[src/rtl/instr_fetch_unit.sv]
// Instruction fetch unit: one-slot fetch buffer between instruction memory and decode.
// Optional performance counters are enabled by defining IFU_PERF_CNT_EN.
module instr_fetch_unit (
   input  logic        Clk,
   input  logic        Reset,
   input  logic        Stall,
   input  logic        Redirect,
   input  logic [31:0] RedirectPC,
   output logic        IMemReq,
   output logic [31:0] IMemAddr,
   input  logic        IMemAck,
   input  logic [31:0] IMemData,
   output logic [31:0] Instruction,
   output logic [5:0]  OpCode,
   output logic        InstrValid,
   output logic [31:0] PCPlus4,
   output logic [31:0] PC
`ifdef IFU_PERF_CNT_EN
   ,
   output logic [31:0] FetchCount,
   output logic [15:0] RedirectCount
`endif
);

   localparam logic [0:0] S_REQ  = 1'b0;
   localparam logic [0:0] S_HOLD = 1'b1;

   logic [0:0]  stateReg, stateNext;
   logic [31:0] pcReg, pcNext;
   logic [31:0] instrReg, instrNext;
   logic [31:0] pcPlus4Reg, pcPlus4Next;
   logic [31:0] pcInc;
   logic        fetch;
   logic        consume;
   logic        unusedRedirectLsb;

   // Targets are forced word-aligned, so the low bits of RedirectPC never matter.
   assign unusedRedirectLsb = ^RedirectPC[1:0];

   assign pcInc   = pcReg + 32'd4;
   assign IMemReq = Reset && !Redirect && ((stateReg == S_REQ) || !Stall);
   assign fetch   = IMemReq && IMemAck;
   assign consume = (stateReg == S_HOLD) && !Stall;

   always_comb begin
      stateNext   = stateReg;
      pcNext      = pcReg;
      instrNext   = instrReg;
      pcPlus4Next = pcPlus4Reg;
      if (Redirect) begin
         pcNext    = {RedirectPC[31:2], 2'b00};
         stateNext = S_REQ;
      end else if (fetch) begin
         // Covers both a plain fill and a consume-and-refill on the same edge.
         instrNext   = IMemData;
         pcPlus4Next = pcInc;
         pcNext      = pcInc;
         stateNext   = S_HOLD;
      end else if (consume) begin
         stateNext = S_REQ;
      end
   end

   always_ff @(posedge Clk) begin
      if (!Reset) begin
         stateReg   <= S_REQ;
         pcReg      <= 32'h0000_0000;
         instrReg   <= 32'h0000_0000;
         pcPlus4Reg <= 32'h0000_0000;
      end else begin
         stateReg   <= stateNext;
         pcReg      <= pcNext;
         instrReg   <= instrNext;
         pcPlus4Reg <= pcPlus4Next;
      end
   end

   assign IMemAddr    = pcReg;
   assign PC          = pcReg;
   assign Instruction = instrReg;
   assign OpCode      = instrReg[31:26];
   assign PCPlus4     = pcPlus4Reg;
   assign InstrValid  = (stateReg == S_HOLD);

`ifdef IFU_PERF_CNT_EN
   logic [31:0] fetchCountReg;
   logic [15:0] redirectCountReg;

   // Both counters stick at all-ones rather than wrapping.
   always_ff @(posedge Clk) begin
      if (!Reset) begin
         fetchCountReg    <= 32'd0;
         redirectCountReg <= 16'd0;
      end else begin
         if (consume && (fetchCountReg != 32'hFFFF_FFFF))
            fetchCountReg <= fetchCountReg + 32'd1;
         if (Redirect && (redirectCountReg != 16'hFFFF))
            redirectCountReg <= redirectCountReg + 16'd1;
      end
   end

   assign FetchCount    = fetchCountReg;
   assign RedirectCount = redirectCountReg;
`endif

endmodule

[config.mk]
export PLATFORM = sky130hd
export DESIGN_NAME = instr_fetch_unit
export DESIGN_NICKNAME = d
export VERILOG_FILES = /design/src/rtl/instr_fetch_unit.sv
export SDC_FILE = /design/constraint.sdc
export NUM_CORES = 1
export LEC_CHECK = 0
export ABC_AREA = 1
export CORE_ASPECT_RATIO = 0.8
export CORE_MARGIN = 2
export CORE_UTILIZATION = 30
export DETAILED_ROUTE_END_ITERATION = 16
export GPL_TIMING_DRIVEN = 1
export SLEW_MARGIN = 10
export SYNTH_ARGS = -nofsm -noshare
export SYNTH_HDL_FRONTEND = slang
export SYNTH_SLANG_ARGS = --single-unit
export TNS_END_PERCENT = 10
[constraint.sdc]
create_clock -name Clk -period 2.2 [get_ports Clk]
set_clock_uncertainty 0.1 [all_clocks]
set_input_delay 0.22 -clock Clk [delete_from_list [all_inputs] [get_ports Clk]]
set_output_delay 0.22 -clock Clk [all_outputs]
set_load 0.05 [all_outputs]
# --- Word-level counts from Yosys, hierarchy flattened ---
# Index checks and enable logic that the tools add are counted.
classes:
  addsub: 1
  n_mux: 4
  bitwise_logic: 3
  n_reduce_logical: 11
ops:
  columns: ["operator", "n"]
  rows:
  - ["$mux W32", 2]
  - ["$add A32 B3 Y32 const B", 1]
  - ["$logic_and A1 B1 Y1", 4]
  - ["$reduce_bool A2 Y1", 2]
  - ["$not A1 Y1", 3]
  - ["$logic_not A1 Y1", 2]
  - ["$mux W1", 2]
  - ["$reduce_and A2 Y1", 1]
  - ["$reduce_or A2 Y1", 1]
  - ["$logic_or A1 B1 Y1", 1]
totals:
  regBits: 97

# --- Longest topological paths before layout ---
# Gate-level depths: netlist of run 1.
depth:
  depth_word: 6
  depth_mapped: 10
  depth_no_buf: 9

# --- Least setup slack after synthesis of run 1 ---
# No wires, ideal clock.
synth_path:
  path_type: "reg2reg"
  from: "register pcReg[3] (netlist: IMemAddr[3])"
  to: "register pcPlus4Reg[24] (netlist: PCPlus4[24])"
  arrival_time_ps: 1737
  t_required_ps: 1964
  path_slack_ps: 227
  stages_incl_launch_ff: 9
  period_less_slack_ps: 1973
  cell_sequence: "dfxtp_1 > ha_1 > nand2_2 > nor2_2 > nand2_2 > nor2_2 > nand3_1 > nand3_2 > a21oi_2"
synth_via:
  elab_chain_cells: 1
synth_lines:
  columns: ["element", "line_no", "text"]
  rows:
  - ["from (decl)", "29", "logic [31:0] pcReg, pcNext;"]
  - ["from (signal assigned)", "72", "pcReg <= pcNext;"]
  - ["$add A32 B3 Y32", "40", "assign pcInc = pcReg + 32'd4;"]
  - ["to (signal assigned)", "74", "pcPlus4Reg <= pcPlus4Next;"]
  - ["to (decl)", "31", "logic [31:0] pcPlus4Reg, pcPlus4Next;"]
# Every way passes these cells.
# A chain may end at the register's enable or synchronous reset.

# --- Worst setup path in the final report of run 1 ---
layout_path:
  from: "register pcReg[7] (netlist: IMemAddr[7])"
  to: "output port IMemAddr[7]"
layout_lines:
  columns: ["element", "line_no", "text"]
  rows:
  - ["to (decl)", "10", "output logic [31:0] IMemAddr,"]
# No word-level cell between the ends.

==> results of run 1 <==
==> cells in the mapped netlist (6+ instances only) <==
master and number:
a31oi_1 6, a21oi_2 9, nand3_1 27, a21oi_1 59, nor2_2 7, nor2_4 7, buf_4 47, nor2_1 29
inv_1 34, dfxtp_1 93, nand2_1 254, buf_2 7, nand2_2 7, nand3_2 9, o21ai_0 29, clkbuf_1 12
==> state kept, by name, indices dropped and copies added (netlist names) <==
register	count
Instruction	32
IMemAddr	30
PCPlus4	30
InstrValid	1
==> logic make-up (layout without fill, tap and decap cells) <==
family          count (synthesis)  after routing  synth area share (%)
compound gates                105            105                  12.3
xor+xnor                        4              4                 0.755
fa+ha+maj                       1              1                 0.269
buf+inv                       108            263                  13.4
flops                          93             93                  40.1
other cells                     1              6                0.0808
simple gates                  347            347                  33.1
==> routing by layer <==
layer | wire (µm) | global-route usage (%)
met5 | 0 | 0
met4 | 111 | 3.96
met3 | 1210 | 5.54
met2 | 6140 | 26.7
met1 | 7130 | 24.9
==> report_power, final <==
part | internal, mW | total [mW] | leakage (nW) | switching (mW)
logic | 0.360 | 0.994 | 1.65 | 0.634
registers | 1.75 | 1.84 | 0.758 | 0.0844
clock network | 0.920 | 1.62 | 0.142 | 0.698
total | 3.03 | 4.45 | 2.55 | 1.42
==> per-stage QoR <==
stage	utilization [%]	area, µm²
2_1_floorplan	-	4660
3_3_place_gp	43.4	6540
3_5_place_dp	43.4	6540
4_1_cts	45.5	6850
5_1_grt	45.5	6850
6_report	45.5	6850
==> cell type report <==
cell class | instances | area, µm²
Tap cell | 210 | 263
Timing Repair Buffer | 209 | 2090
Fill cell | 1527 | 8220
Clock inverter | 6 | 70.1
Multi-Input combinational cell | 463 | 2180
Clock buffer | 10 | 239
Inverter | 38 | 144
Sequential cell | 93 | 1860
==> how the worst max path moves through the flow <==
stage | cells after the start | slack [ns] | start | end
3_5_place_dp | 8 | 0.22 | Reset | Instruction[10]
5_1_grt | 1 | 0.07 | IMemAddr[7] | IMemAddr[7]
3_3_place_gp | 8 | 0.22 | Reset | PCPlus4[20]
2_1_floorplan | 8 | 0.23 | IMemAddr[3] | PCPlus4[24]
6_report | 1 | 0.14 | IMemAddr[7] | IMemAddr[7]
4_1_cts | 1 | 0.12 | IMemAddr[7] | IMemAddr[7]
==> metrics.yaml, run 1 <==
root_buffer: "clkbuf_16"
power.total_mw: 4.45
worstPathMaxFanout: 8
synth_area_leaders: "dfxtp_1 40%, nand2_1 21%, buf_4 7.6%, a21oi_1 6.4%, o21ai_0 3.1%"
critPathLaunchType: "register"
cts.sinks: 93
hpwlAfterDp_um: 10700
grt_max_degree: 70
arrival_ns: 1.74
grt_overflow: 0
synth_top_area_share_pct: 40.1
r2r-end: "PCPlus4[24]"
fin_cells: 1029
layout_commonest_cell: "nand2_1"
antenna_found_initial: 0
crit_buf_inv: 1
grt_setup_unrepaired: "no"
reg2reg_from: "IMemAddr[3]"
drt-pass1-iter-count: 7
wl_um: 14600
vias: 4506
setup_ws_ns: 0.137
cts_setup_buffers: 0
gp_congestion: 0.855
min_path_cells: 3
wl_per_cell_um: 14.2
layout_common_cells: "254 x nand2_1, 195 x clkdlybuf4s50_1, 93 x dfxtp_1, 59 x a21oi_1, 34 x inv_1"
synth.largest_area_cell: "dfxtp_1"
yosysUniqueCellTypes: 28
min_path_type: "in2reg"
critPathSlowestCell: "clkdlybuf4s50_1"
h-tree-depth: 3
maxSlewViolCount: 0
outcome: "completed"
synth_cells: 659
initial_utilization_pct: 30.8
nNetsFinal: 884
num_rows: 40
maxSlewHeadroom_pct: 45.2
clk_latency_ns: 0.35
drive_gt1_share_pct: 9.52
grt_pass1_vias: 4225
finalSetupTns_ns: 0
cts_tree: "built"
die_h_um: 115
cp_cell_sequence: "clkdlybuf4s50_1"
async_flop_share_pct: 0
io_pins: 205
required_ns: 1.88
period_needed_ns: 2.06
vdd_drop_max_uv: 366
cts.clk_slew.worst_paths_ns: 0.07
synth_edf_count: 0
drtIter0Drc: 208
grt_pass1_wl_um: 22800
holdWs_ns: 0.327
drc: 0
max_stage_delay_ns: 0.88
cellLeakagePower_nw: 2.55
postCtsHoldBufs: 0
synth_area_per_cell_um2: 7.04
die-area_um2: 16500
hold_viol_final: 0
rrSetupSlack_ns: 0.43
antenna_cells: 0
grt_use_total_pct: 17.8
yosysWarnings: 0
dp.cells: 1013
core_area_um2: 15100
syn_area_um2: 4640
ys.flop_type: "dfxtp_1"
critical_path_class: "reg2out"
area.growth.synth_to_final_pct: 47.5
ys_seq_elements: 93
die_w_um: 143
numCtsBuffers: 9
ys_seq_area_share_pct: 40.1
fmax_mhz: 485
final_antenna_net_count: 0
cts_resized: 0
worstHoldEndpoint: "Instruction[29]"
post-route-period-util_pct: 93.8
tightest_slew_ns: 0.822
dp_slack_ns: 0.222
drv_cap: 0
crit_family: "buffers and inverters"
hold_start: "IMemData[29]"
setup_viol: 0
viasPerCell: 4.38
powerDensity_nw_per_um2: 649
crit_path_end_kind: "primary output"
cts_buffer_depth: 2
rr_worst_depth: 9
io_buffers: 196
Note: power is estimated with default switching activity, not from simulation.
==> run 2, diff against run 1 <==
- CORE_MARGIN: 2 -> 3
- MAX_ROUTING_LAYER: default -> met4
==> run 2 against run 1 <==
Compared with the run above: critical path depth unchanged; flip-flop and latch count unchanged; combinational power increased by 0.5%; via count decreased by 0.73%; global-route usage decreased by 0.43 points; sequential share of layout area decreased by 0.13 points; largest cell class unchanged.
==> metrics.yaml, run 2 (synthesized netlist as in run 1, its figures left out) <==
outcome: "completed"
fmax_mhz: 491
critPathLaunchType: "register"
vias: 4473
arrival_ns: 1.72
grt_use_total_pct: 17.3
critPathSlowestCell: "clkdlybuf4s50_1"
max_stage_delay_ns: 0.87
cts_tree: "built"
crit_buf_inv: 1
die-area_um2: 17000
setup_viol: 0
viasPerCell: 4.35
maxSlewViolCount: 0
layout_commonest_cell: "nand2_1"
worstPathMaxFanout: 8
root_buffer: "clkbuf_16"
hold_viol_final: 0
tightest_slew_ns: 0.805
core_area_um2: 15100
drtIter0Drc: 236
crit_path_end_kind: "primary output"
cts.sinks: 93
grt_pass1_vias: 4239
layout_common_cells: "254 x nand2_1, 195 x clkdlybuf4s50_1, 93 x dfxtp_1, 59 x a21oi_1, 34 x inv_1"
post-route-period-util_pct: 92.7
maxSlewHeadroom_pct: 46.3
largest_reg_flops: 32
cp_cell_sequence: "clkdlybuf4s50_1"
numCtsBuffers: 9
drive_gt1_share_pct: 9.52
postCtsHoldBufs: 0
final_util_pct: 45.7
cts.clk_slew.worst_paths_ns: 0.06
period_needed_ns: 2.04
cts_buffer_depth: 2
grt_setup_unrepaired: "no"
power.total_mw: 4.57
powerDensity_nw_per_um2: 664
finalSetupTns_ns: 0
vdd_drop_max_uv: 344
initial_utilization_pct: 30.8
area.growth.synth_to_final_pct: 48.2
wl_per_cell_um: 14.2
antenna_found_initial: 0
antenna_cells: 0
cts_resized: 0
die_h_um: 117
drv_cap: 0
cts_setup_buffers: 0
clk_latency_ns: 0.34
nNetsFinal: 885
io_buffers: 196
h-tree-depth: 3
die_w_um: 145
drc: 0
io_pins: 205
gp_congestion: 0.870
wl_um: 14700
crit_family: "buffers and inverters"
critical_path_class: "reg2out"
grt_overflow: 0
final_antenna_net_count: 0
grt_pass1_wl_um: 23000
drt-pass1-iter-count: 4
rrSetupSlack_ns: 0.41
cellLeakagePower_nw: 2.58
num_rows: 40
min_path_type: "in2reg"
grt_max_degree: 70
required_ns: 1.88
hpwlAfterDp_um: 10800
fillers: 1547
run 2: cell types whose count changed in the layout (fill, tap and decap cells not counted):
cell and delta:
buf_4 +1, bufinv_16 +1, clkbuf_8 +2, clkinvlp_4 -2
inv_6 -2
run 2: stage by stage:
step | setup slack (ns) | instance area, µm² | instances | hold WS [ns]
after floorplan | 0.227 | 4660 | 664 | 0.263
after global placement | 0.274 | 6550 | 1014 | 0.353
after CTS | 0.135 | 6880 | 1029 | 0.315
after global routing | 0.0867 | 6880 | 1029 | 0.337
final | 0.161 | 6880 | 1029 | 0.331
after detailed placement | 0.229 | 6550 | 1014 | 0.356
run 2: path summary, 6_finish.rpt:
kind / end / from / cells past startpoint
min: Instruction[20] / IMemData[20] / 3
min reg2reg: Instruction[14] / Instruction[14] / 2
max reg2reg: PCPlus4[24] / IMemAddr[3] / 8
max: PC[7] / IMemAddr[7] / 1
run 2: cell type report:
class	count	area [µm²]	area share, %
multi-input combinational	463	2180	31.6
timing repair buffer	210	2100	30.5
sequential	93	1860	27.1
clock buffer	12	267	3.87
tap	210	263	3.82
inverter	38	144	2.09
clock inverter	3	67.6	0.982
run 2: report_power, final:
part | leakage (nW) | total [mW] | internal [mW] | switching, mW
Sequential | 0.758 | 1.83 | 1.75 | 0.0809
Combinational | 1.66 | 0.999 | 0.361 | 0.638
Clock | 0.161 | 1.74 | 1.08 | 0.659
run 2: per-layer routing:
layer	global-route usage [%]	share of wire, %	up-vias	wire length [µm]
met2	26.1	42	142	6220
met5	-	0	-	0
li1	-	-	2347	-
met4	3.23	0.78	0	114
met3	4.70	6.5	11	957
met1	23.7	50	1973	7370
==> run 3, diff against run 2 <==
- ABC_AREA: 1 -> default
- CORE_UTILIZATION: 30 -> 45
- PLACE_DENSITY: default -> 0.86
==> run 3 against run 2 <==
Compared with the run above: synthesized cell count shrank 14%; register-to-register slack lost 0.21 ns; routed wire length fell by 4.0%; cell area shrank 1.4%; core utilization up 24 points; synthesized area down 2.9%; power grew 0.88%; critical endpoint is now PC[26]; highest routed layer unchanged.
==> metrics.yaml, run 3 <==
outcome: "completed"
cts_setup_buffers: 0
finalSetupTns_ns: 0
p_seq_share_pct: 40.5
gp_congestion: 0.955
synthSimpleGateAreaFrac_pct: 20.9
cts.clk_slew.worst_paths_ns: 0.06
final_antenna_net_count: 0
synth_area_leaders: "dfxtp_1 41%, a21oi_1 7.8%, nand2_1 7.6%, buf_4 7.3%, o21ai_0 5.3%"
area.growth.synth_to_final_pct: 50.5
muxShareOfSynthArea_pct: 0
drtIter0Drc: 314
crit_buf_inv: 1
synth_top_family_by_area: "simple AND/OR/NAND/NOR gates"
drive_gt1_share_pct: 9.97
synth_top_area_share_pct: 41.3
grt_overflow: 0
io_pins: 205
die_h_um: 95.5
antenna_cells: 0
initial_utilization_pct: 46.5
vias: 4613
maxSlewHeadroom_pct: 64.4
synth-xor-area-share_pct: 8.55
wl_per_cell_um: 16.2
largest_reg_flops: 32
ys.flop_type: "dfxtp_1"
combPwrFrac_pct: 24.6
post-route-period-util_pct: 93.4
ys_seq_area_share_pct: 41.3
layout_commonest_cell: "clkdlybuf4s50_1"
antenna_found_initial: 0
min_path_type: "in2reg"
synth_area_per_cell_um2: 7.95
io_buffers: 196
tightest_slew_ns: 0.530
vdd_drop_max_uv: 403
period_needed_ns: 2.05
synth.largest_area_cell: "dfxtp_1"
postCtsHoldBufs: 0
cts_tree: "built"
wl_um: 14100
p_sw_share_pct: 31.5
viasPerCell: 5.31
fin_cells: 868
power.switching_mw: 1.45
powerDensity_nw_per_um2: 680
clk_latency_ns: 0.34
dp.cells: 854
critPathLaunchType: "register"
async_flop_share_pct: 0
root_buffer: "clkbuf_16"
cellLeakagePower_nw: 2.34
cts.sinks: 93
yosysWarnings: 0
synth_common_cells: "93 x dfxtp_1, 91 x nand2_1, 70 x a21oi_1"
hold_viol_final: 0
nNetsFinal: 799
grt_setup_unrepaired: "no"
synth_cells: 567
crit_path_end_kind: "primary output"
critical_path_class: "reg2out"
max_stage_delay_ns: 0.88
grt_pass1_wl_um: 22000
num_rows: 32
drc: 0
synthAdderAreaFrac_pct: 0.278
internal_power_mw: 3.16
clockPowerShare_pct: 34.9
synth_edf_count: 0
crit_family: "buffers and inverters"
cp_cell_sequence: "clkdlybuf4s50_1"
yosysMostFrequentCell: "dfxtp_1"
critPathSlowestCell: "clkdlybuf4s50_1"
cts_resized: 0
layout_common_cells: "195 x clkdlybuf4s50_1, 91 x nand2_1, 78 x dfxtp_1, 70 x a21oi_1, 48 x o21ai_0"
die-area_um2: 11300
drv_cap: 0
grt_pass1_vias: 4252
ys_seq_elements: 93
setup_viol: 0
hpwlAfterDp_um: 10500
syn_area_um2: 4510
cts_buffer_depth: 2
arrival_ns: 1.73
grt_use_total_pct: 24.5
numCtsBuffers: 9
fmax_mhz: 487
required_ns: 1.88
worstPathMaxFanout: 10
synth_compound_area_share_pct: 18.0
die_w_um: 118
h-tree-depth: 3
maxSlewViolCount: 0
core_area_um2: 9690
grt_max_degree: 67
drt-pass1-iter-count: 5
yosysUniqueCellTypes: 43
==> run 3: cell count changes after synthesis, sizes merged, moves of 11 or more <==
cell    before  now
nor3         0   11
xnor2        4   20
xor2         0   24
nor2        44   27
inv         37    3
nand3       37   26
nand4        0   15
o21ai       30   50
nand2      264   91
clkbuf      12   29
==> run 3: tightest hold or removal path, cell delays in order <==
cell and delay, ns:
clkdlybuf4s50_1 0.40, nand2_1 0.05, a21oi_1 0.05
==> run 3: layout make-up <==
cell class	count	area, µm²
tap	136	170
fill	777	2900
clock buffer	11	264
multi-input combinational	394	2190
clock inverter	3	43.8
inverter	4	15.0
sequential	93	1880
timing repair buffer	227	2220
==> run 3: path summary, 6_finish.rpt <==
path / startpoint / end / slack [ns] / depth (start not counted)
setup / recovery: IMemAddr[26] / PC[26] / 0.15 / 1
setup reg to reg: IMemAddr[18] / PCPlus4[31] / 0.20 / 5
hold reg to reg: Instruction[5] / Instruction[5] / 0.35 / 2
hold / removal: IMemData[20] / Instruction[20] / 0.33 / 3
==> run 3: cell families after synthesis <==
family / Yosys count
other: 1
AO/OA/AOI/OAI: 148
flip-flops: 93
AND/OR/NAND/NOR: 195
buffers and inverters: 85
XOR/XNOR: 44
adder cells (fa/ha/maj): 1
==> run 3: through the flow <==
| stage | hold WS [ns] | util [%] | instance area, µm² | power (mW) | setup WS (ns) |
|---|---|---|---|---|---|
| final | 0.332 | 70.0 | 6790 | 4.61 | 0.145 |
| after global routing | 0.322 | 70.0 | 6790 | 4.76 | 0.0248 |
| after CTS | 0.327 | 70.0 | 6790 | 4.63 | 0.137 |
| after detailed placement | 0.348 | 66.9 | 6480 | 3.04 | 0.107 |
| after global placement | 0.342 | 66.9 | 6480 | 3.02 | 0.132 |
| after floorplan | 0.237 | - | 4550 | 2.63 | -0.00103 |
==> run 3: layer usage <==
layer | vias to the layer above | wire length (µm) | GRT usage [%]
li1 | 2241 | - | -
met5 | - | 0 | -
met2 | 166 | 6780 | 39.7
met3 | 18 | 834 | 5.04
met4 | 0 | 201 | 5.95
met1 | 2188 | 6260 | 31.9
==> run 3: power by group through the flow <==
stage / clock network, mW / logic (mW) / registers [mW]
finish: 1.61 / 1.13 / 1.87
global route: 1.69 / 1.19 / 1.88
CTS: 1.63 / 1.14 / 1.87
detailed placement: 0 / 1.13 / 1.90
global placement: 0 / 1.12 / 1.90
floorplan: 0 / 0.456 / 2.18
